**src/rtl/id_ex_operand_stage.sv**
```systemverilog
// ---------------------------------------------------------------------------
// id_ex_operand_stage
//   ID/EX pipeline register plus EX-stage operand forwarding, feeding the ALU.
//   Decoded ID fields are captured at the end of ID. RAW hazards against the
//   EX/MEM and MEM/WB producers are resolved combinationally on the registered
//   source addresses. The resolved values drive the ALU a/b inputs and the
//   store-data path.
//
// Ports
//   clk, reset                  clock, synchronous active-low reset
//   stall_i / flush_i           hold EX contents / load a bubble (flush wins)
//   valid_i ... reg_write_i     decoded ID-stage fields
//   exmem_* / memwb_*           bypass sources (write enable, rd, data)
//   alu_operation_o, a_o, b_o,
//   shamt_o                     ALU inputs for the current EX instruction
//   rt_fwd_o                    forwarded rt, used as store data in MEM
//   rd_addr_o, reg_write_o,
//   valid_o                     destination and write-back control to EX/MEM
// ---------------------------------------------------------------------------

// Forwarding mux for one source operand. The EX/MEM producer is younger than
// the MEM/WB producer, so it wins. r0 is hardwired to zero and never bypassed.
module id_ex_fwd_unit #(
  parameter int DATA_WIDTH = 32,
  parameter int ADDR_WIDTH = 5
) (
  input  logic [ADDR_WIDTH-1:0] i_src,
  input  logic [DATA_WIDTH-1:0] i_reg_data,
  input  logic                  i_exmem_we,
  input  logic [ADDR_WIDTH-1:0] i_exmem_rd,
  input  logic [DATA_WIDTH-1:0] i_exmem_data,
  input  logic                  i_memwb_we,
  input  logic [ADDR_WIDTH-1:0] i_memwb_rd,
  input  logic [DATA_WIDTH-1:0] i_memwb_data,
  output logic [DATA_WIDTH-1:0] o_fwd
);
  logic w_hit_ex;
  logic w_hit_wb;

  assign w_hit_ex = i_exmem_we && (i_exmem_rd != '0) && (i_exmem_rd == i_src);
  assign w_hit_wb = i_memwb_we && (i_memwb_rd != '0) && (i_memwb_rd == i_src);

  always_comb begin
    o_fwd = i_reg_data;
    if (w_hit_ex)      o_fwd = i_exmem_data;
    else if (w_hit_wb) o_fwd = i_memwb_data;
  end
endmodule

module id_ex_operand_stage #(
  parameter int DATA_WIDTH = 32,
  parameter int ADDR_WIDTH = 5
) (
  input  logic                  clk,
  input  logic                  reset,
  input  logic                  stall_i,
  input  logic                  flush_i,
  input  logic                  valid_i,
  input  logic [3:0]            alu_operation_i,
  input  logic [DATA_WIDTH-1:0] rs_data_i,
  input  logic [DATA_WIDTH-1:0] rt_data_i,
  input  logic [15:0]           imm_i,
  input  logic [4:0]            shamt_i,
  input  logic [ADDR_WIDTH-1:0] rs_addr_i,
  input  logic [ADDR_WIDTH-1:0] rt_addr_i,
  input  logic [ADDR_WIDTH-1:0] rd_addr_i,
  input  logic                  alu_src_i,
  input  logic                  sign_ext_i,
  input  logic                  reg_write_i,
  input  logic                  exmem_reg_write_i,
  input  logic [ADDR_WIDTH-1:0] exmem_rd_i,
  input  logic [DATA_WIDTH-1:0] exmem_data_i,
  input  logic                  memwb_reg_write_i,
  input  logic [ADDR_WIDTH-1:0] memwb_rd_i,
  input  logic [DATA_WIDTH-1:0] memwb_data_i,
  output logic [3:0]            alu_operation_o,
  output logic [DATA_WIDTH-1:0] a_o,
  output logic [DATA_WIDTH-1:0] b_o,
  output logic [4:0]            shamt_o,
  output logic [DATA_WIDTH-1:0] rt_fwd_o,
  output logic [ADDR_WIDTH-1:0] rd_addr_o,
  output logic                  reg_write_o,
  output logic                  valid_o
);
  localparam int NUM_SRC = 2;   // index 0 = rs, index 1 = rt

  // EX-stage registers
  logic                  r_valid;
  logic                  r_reg_write;
  logic [3:0]            r_alu_op;
  logic [DATA_WIDTH-1:0] r_rs_data;
  logic [DATA_WIDTH-1:0] r_rt_data;
  logic [15:0]           r_imm;
  logic [4:0]            r_shamt;
  logic [ADDR_WIDTH-1:0] r_rs_addr;
  logic [ADDR_WIDTH-1:0] r_rt_addr;
  logic [ADDR_WIDTH-1:0] r_rd_addr;
  logic                  r_alu_src;
  logic                  r_sign_ext;

  logic [NUM_SRC-1:0][ADDR_WIDTH-1:0] w_src;
  logic [NUM_SRC-1:0][DATA_WIDTH-1:0] w_reg_data;
  logic [NUM_SRC-1:0][DATA_WIDTH-1:0] w_fwd;
  logic [DATA_WIDTH-1:0]              w_ext_imm;

  assign w_src      = {r_rt_addr, r_rs_addr};
  assign w_reg_data = {r_rt_data, r_rs_data};

  for (genvar g = 0; g < NUM_SRC; g++) begin : g_fwd
    id_ex_fwd_unit #(
      .DATA_WIDTH (DATA_WIDTH),
      .ADDR_WIDTH (ADDR_WIDTH)
    ) u_fwd (
      .i_src        (w_src[g]),
      .i_reg_data   (w_reg_data[g]),
      .i_exmem_we   (exmem_reg_write_i),
      .i_exmem_rd   (exmem_rd_i),
      .i_exmem_data (exmem_data_i),
      .i_memwb_we   (memwb_reg_write_i),
      .i_memwb_rd   (memwb_rd_i),
      .i_memwb_data (memwb_data_i),
      .o_fwd        (w_fwd[g])
    );
  end

  assign w_ext_imm = r_sign_ext ? {{(DATA_WIDTH-16){r_imm[15]}}, r_imm}
                                : {{(DATA_WIDTH-16){1'b0}}, r_imm};

  // Reset and flush both leave an all-zero bubble; flush beats stall so a
  // redirect is never swallowed by a concurrent hazard hold.
  always_ff @(posedge clk) begin
    if (!reset || flush_i) begin
      r_valid     <= 1'b0;
      r_reg_write <= 1'b0;
      r_alu_op    <= '0;
      r_rs_data   <= '0;
      r_rt_data   <= '0;
      r_imm       <= '0;
      r_shamt     <= '0;
      r_rs_addr   <= '0;
      r_rt_addr   <= '0;
      r_rd_addr   <= '0;
      r_alu_src   <= 1'b0;
      r_sign_ext  <= 1'b0;
    end else if (stall_i) begin
      // Control fields hold; operand data absorbs any bypass value now, so a
      // producer retiring out of MEM/WB during the stall is not lost.
      r_rs_data <= w_fwd[0];
      r_rt_data <= w_fwd[1];
    end else begin
      r_valid     <= valid_i;
      r_reg_write <= reg_write_i;
      r_alu_op    <= alu_operation_i;
      r_rs_data   <= rs_data_i;
      r_rt_data   <= rt_data_i;
      r_imm       <= imm_i;
      r_shamt     <= shamt_i;
      r_rs_addr   <= rs_addr_i;
      r_rt_addr   <= rt_addr_i;
      r_rd_addr   <= rd_addr_i;
      r_alu_src   <= alu_src_i;
      r_sign_ext  <= sign_ext_i;
    end
  end

  assign a_o             = w_fwd[0];
  assign rt_fwd_o        = w_fwd[1];
  assign b_o             = r_alu_src ? w_ext_imm : w_fwd[1];
  assign alu_operation_o = r_alu_op;
  assign shamt_o         = r_shamt;
  assign rd_addr_o       = r_rd_addr;
  assign reg_write_o     = r_reg_write & r_valid;
  assign valid_o         = r_valid;
endmodule

```
**config.mk**
```make
export PLATFORM = sky130hd
export DESIGN_NAME = id_ex_operand_stage
export DESIGN_NICKNAME = d
export VERILOG_FILES = /design/src/rtl/id_ex_operand_stage.sv
export SDC_FILE = /design/constraint.sdc
export NUM_CORES = 1
export LEC_CHECK = 0
export ABC_AREA = 1
export BUFFER_PORTS_ARGS = -buffer_cell sky130_fd_sc_hd__buf_2
export CAP_MARGIN = 15
export CORE_MARGIN = 2
export CORE_UTILIZATION = 55
export CTS_BUF_LIST = sky130_fd_sc_hd__clkbuf_8
export CTS_CLUSTER_DIAMETER = 150
export CTS_CLUSTER_SIZE = 10
export DETAILED_ROUTE_END_ITERATION = 7
export GPL_TIMING_DRIVEN = 0
export PLACE_DENSITY = 0.95
export SYNTH_ARGS = -nofsm -noshare
export SYNTH_HDL_FRONTEND = slang
export SYNTH_SLANG_ARGS = --single-unit
```
**constraint.sdc**
```tcl
create_clock -name clk -period 5 [get_ports clk]
set_input_delay 1 -clock clk [delete_from_list [all_inputs] [get_ports clk]]
set_output_delay 1 -clock clk [all_outputs]
set_load 0.005 [all_outputs]
```
==> run metrics <==
run status completed; Nets 1695; CP Data Arrival Time roughly 2600 ps; pre-CTS setup slack between 1000 and 1500 ps; met1 Use GR between 40% and 50%; #FFs+latches synth about 110; largest net degree at the start of global routing 24; IO Port Bufs around 300; Setup TNS 0 ps; total of max-cap violations 0; H-tree levels 3; max-slew violations 0; share of async-settable or async-resettable flops after synthesis 0%; number of synthesized flops with an enable pin 0; gr busiest metal met2; Final min period roughly 3600 ps; Worst-Margin Slew 648 ps; clk slew on worst S/H paths between 100 and 150 ps; Inserted Diodes 0; post-route cell area 0.00939 mm²; clk sink count between 100 and 150; HPWL after detailed placement 20000 µm; wire per inst around 16 µm; R2R Setup Slk approximately 3100 ps; CTS Buffer Depth 2; total track usage 34.8%; Mean Syn Cell Area 6.23 µm²; total gr overflow 0; post-synthesis sequential area ratio between 20 and 30%; DRC viols 0; Slew HR a little under three fifths; worst skew pair latency around 410 ps; placed inst area 0.00917 mm²; via/cell ratio 5.35; min-delay worst type register to register; gp weighted congestion between 0.9 and 1; number of detailed-route iterations in the first pass 5; die area between 0.01 and 0.015 mm²; Initial Util between 50% and 60%; Worst Path Required 4000 ps; Synth Instances 1198; Top FF cell, synth dfxtp_1; via count approximately 9000; element type at the critical path start input port; first-pass GRT wire length roughly 40000 µm; Starting DRT DRC Count roughly 850; initial antenna violation count 0; CTS tree yes; setup bufs post-CTS 0; Syn-to-layout area delta 25.9%; met3 global-route usage approximately 6%; Die Span Y 120 µm; Critical Path Sink a_o[30]; VDD IR-drop max approximately 0.00025 V; post-route setup slack between 1000 and 1500 ps; synthesized area roughly 0.0075 mm²; CP Launch Point exmem_rd_i[3]; vias in the first global route roughly 8400; GR Layer Usage met2 slightly above 60%; core area 0.0132 mm²; CP Class input port to primary output; synthesized net count 1386; Routed WL between 20000 and 30000 µm; num ports 300; Worst R2R End r_rs_data[27]; Tcrit/Tclk final a little over 70%; row count between 40 and 50; CTS Hold Bufs 0; Ys Warns 0; endpoint class of the critical path primary output; ANT nets after route 0; RSZ-0062 raised after global routing false; CTS resizes 0; leakage power between 5 and 6 nW; Final setup viols 0; R2R depth 7; clk root buf clkbuf_8; skew final between 10 and 15 ps; Netlist cell types 26; die width 120 µm; final hold violation count 0; CP Max Fanout 10; CTS Buf Count 9; worst r2r src r_rs_addr[3]; PwrDens 214 mW/mm²; fmax between 200 and 300 MHz; share of cells above drive strength 1 a little under a third
## through the flow
stage / util (%) / std cells / hold WS [ps] / power, mW
2_1_floorplan: - / 1198 / 437 / 1.20
3_3_place_gp: 69.3 / 1672 / 445 / 1.41
3_5_place_dp: 69.3 / 1672 / 455 / 1.43
4_1_cts: 70.9 / 1688 / 473 / 1.99
5_1_grt: 70.9 / 1688 / 490 / 2.09
6_report: 70.9 / 1688 / 473 / 2.01
## layout make-up
type	instances	area, µm²
inverter	171	642
clock inverter	7	96.3
multi-input combinational	839	4220
buffer	80	432
sequential	108	2160
clock buffer	9	124
fill	1158	3850
tap	176	220
timing repair buffer	298	1490
## cells in the final DEF (no fill, tap or decap), drive strengths merged
master	netlist	routed
clkinv	0	3
nand4	32	32
a211oi	4	4
nand2	370	370
dfxtp	108	108
buf	49	347
xor2	11	11
clkbuf	31	40
nor3	3	3
xnor2	6	6
nand3	230	230
nor2	143	143
a21oi	40	40
inv	171	175
## worst min path at each step
stage / slack, ps / cells past startpoint / to / from
final: 470 / 2 / alu_operation_o[1] / alu_operation_o[1]
after floorplan: 440 / 2 / r_sign_ext / r_sign_ext
after detailed placement: 460 / 2 / r_imm[12] / r_imm[12]
after CTS: 470 / 2 / r_imm[12] / r_imm[12]
after global placement: 450 / 2 / r_sign_ext / r_sign_ext
after global routing: 490 / 2 / r_imm[12] / r_imm[12]
## cells by family after synthesis
group | after synthesis | synth area share, %
xor gates and xnor gates | 17 | 2.20
AOI/OAI and AO/OA | 44 | 3.09
buffers and inverters | 251 | 14.4
DFF | 108 | 29.0
and+or+nand+nor | 778 | 51.3
## power by group
group	internal (mW)	switching, mW
registers	0.895	0.0144
clock network	0.209	0.381
logic	0.191	0.317
## flip-flops by register name, summed over array words and instances (netlist names)
register,cells
alu_operation_o,4
r_alu_src,1
r_imm,16
r_reg_write,1
r_rs_addr,5
r_rs_data,32
r_rt_addr,5
r_rt_data,32
r_sign_ext,1
rd_addr_o,5
shamt_o,5
valid_o,1
## routing by layer
layer | vias up | wire length [µm] | share of wire (%)
li1 | 4339 | - | -
met1 | 4040 | 10200 | 39
met2 | 545 | 12800 | 49
met3 | 101 | 2340 | 8.9
met4 | 0 | 1000 | 3.8
met5 | - | 0 | 0
## synthesized netlist by cell type (4+ instances only)
cell / number / area [µm²]
nand3_1: 147 / 736
buf_2: 38 / 190
nor2_2: 6 / 37.5
nand4_1: 32 / 200
nor2_1: 136 / 510
a21oi_1: 40 / 200
dfxtp_1: 108 / 2160
nand2_2: 23 / 144
nand2_1: 346 / 1300
inv_1: 169 / 634
clkbuf_1: 31 / 116
a211oi_1: 4 / 30.0
xor2_1: 9 / 78.8
buf_6: 6 / 67.6
nand3_2: 82 / 821
xnor2_1: 6 / 52.6
## critical path, stage by stage
cell and delay, ps:
buf_2 130, xor2_1 150, nor2_2 390, clkbuf_1 510, nand3_1 180, nand2_1 140
buf_2 120
Note: power is estimated with default switching activity, not from simulation.
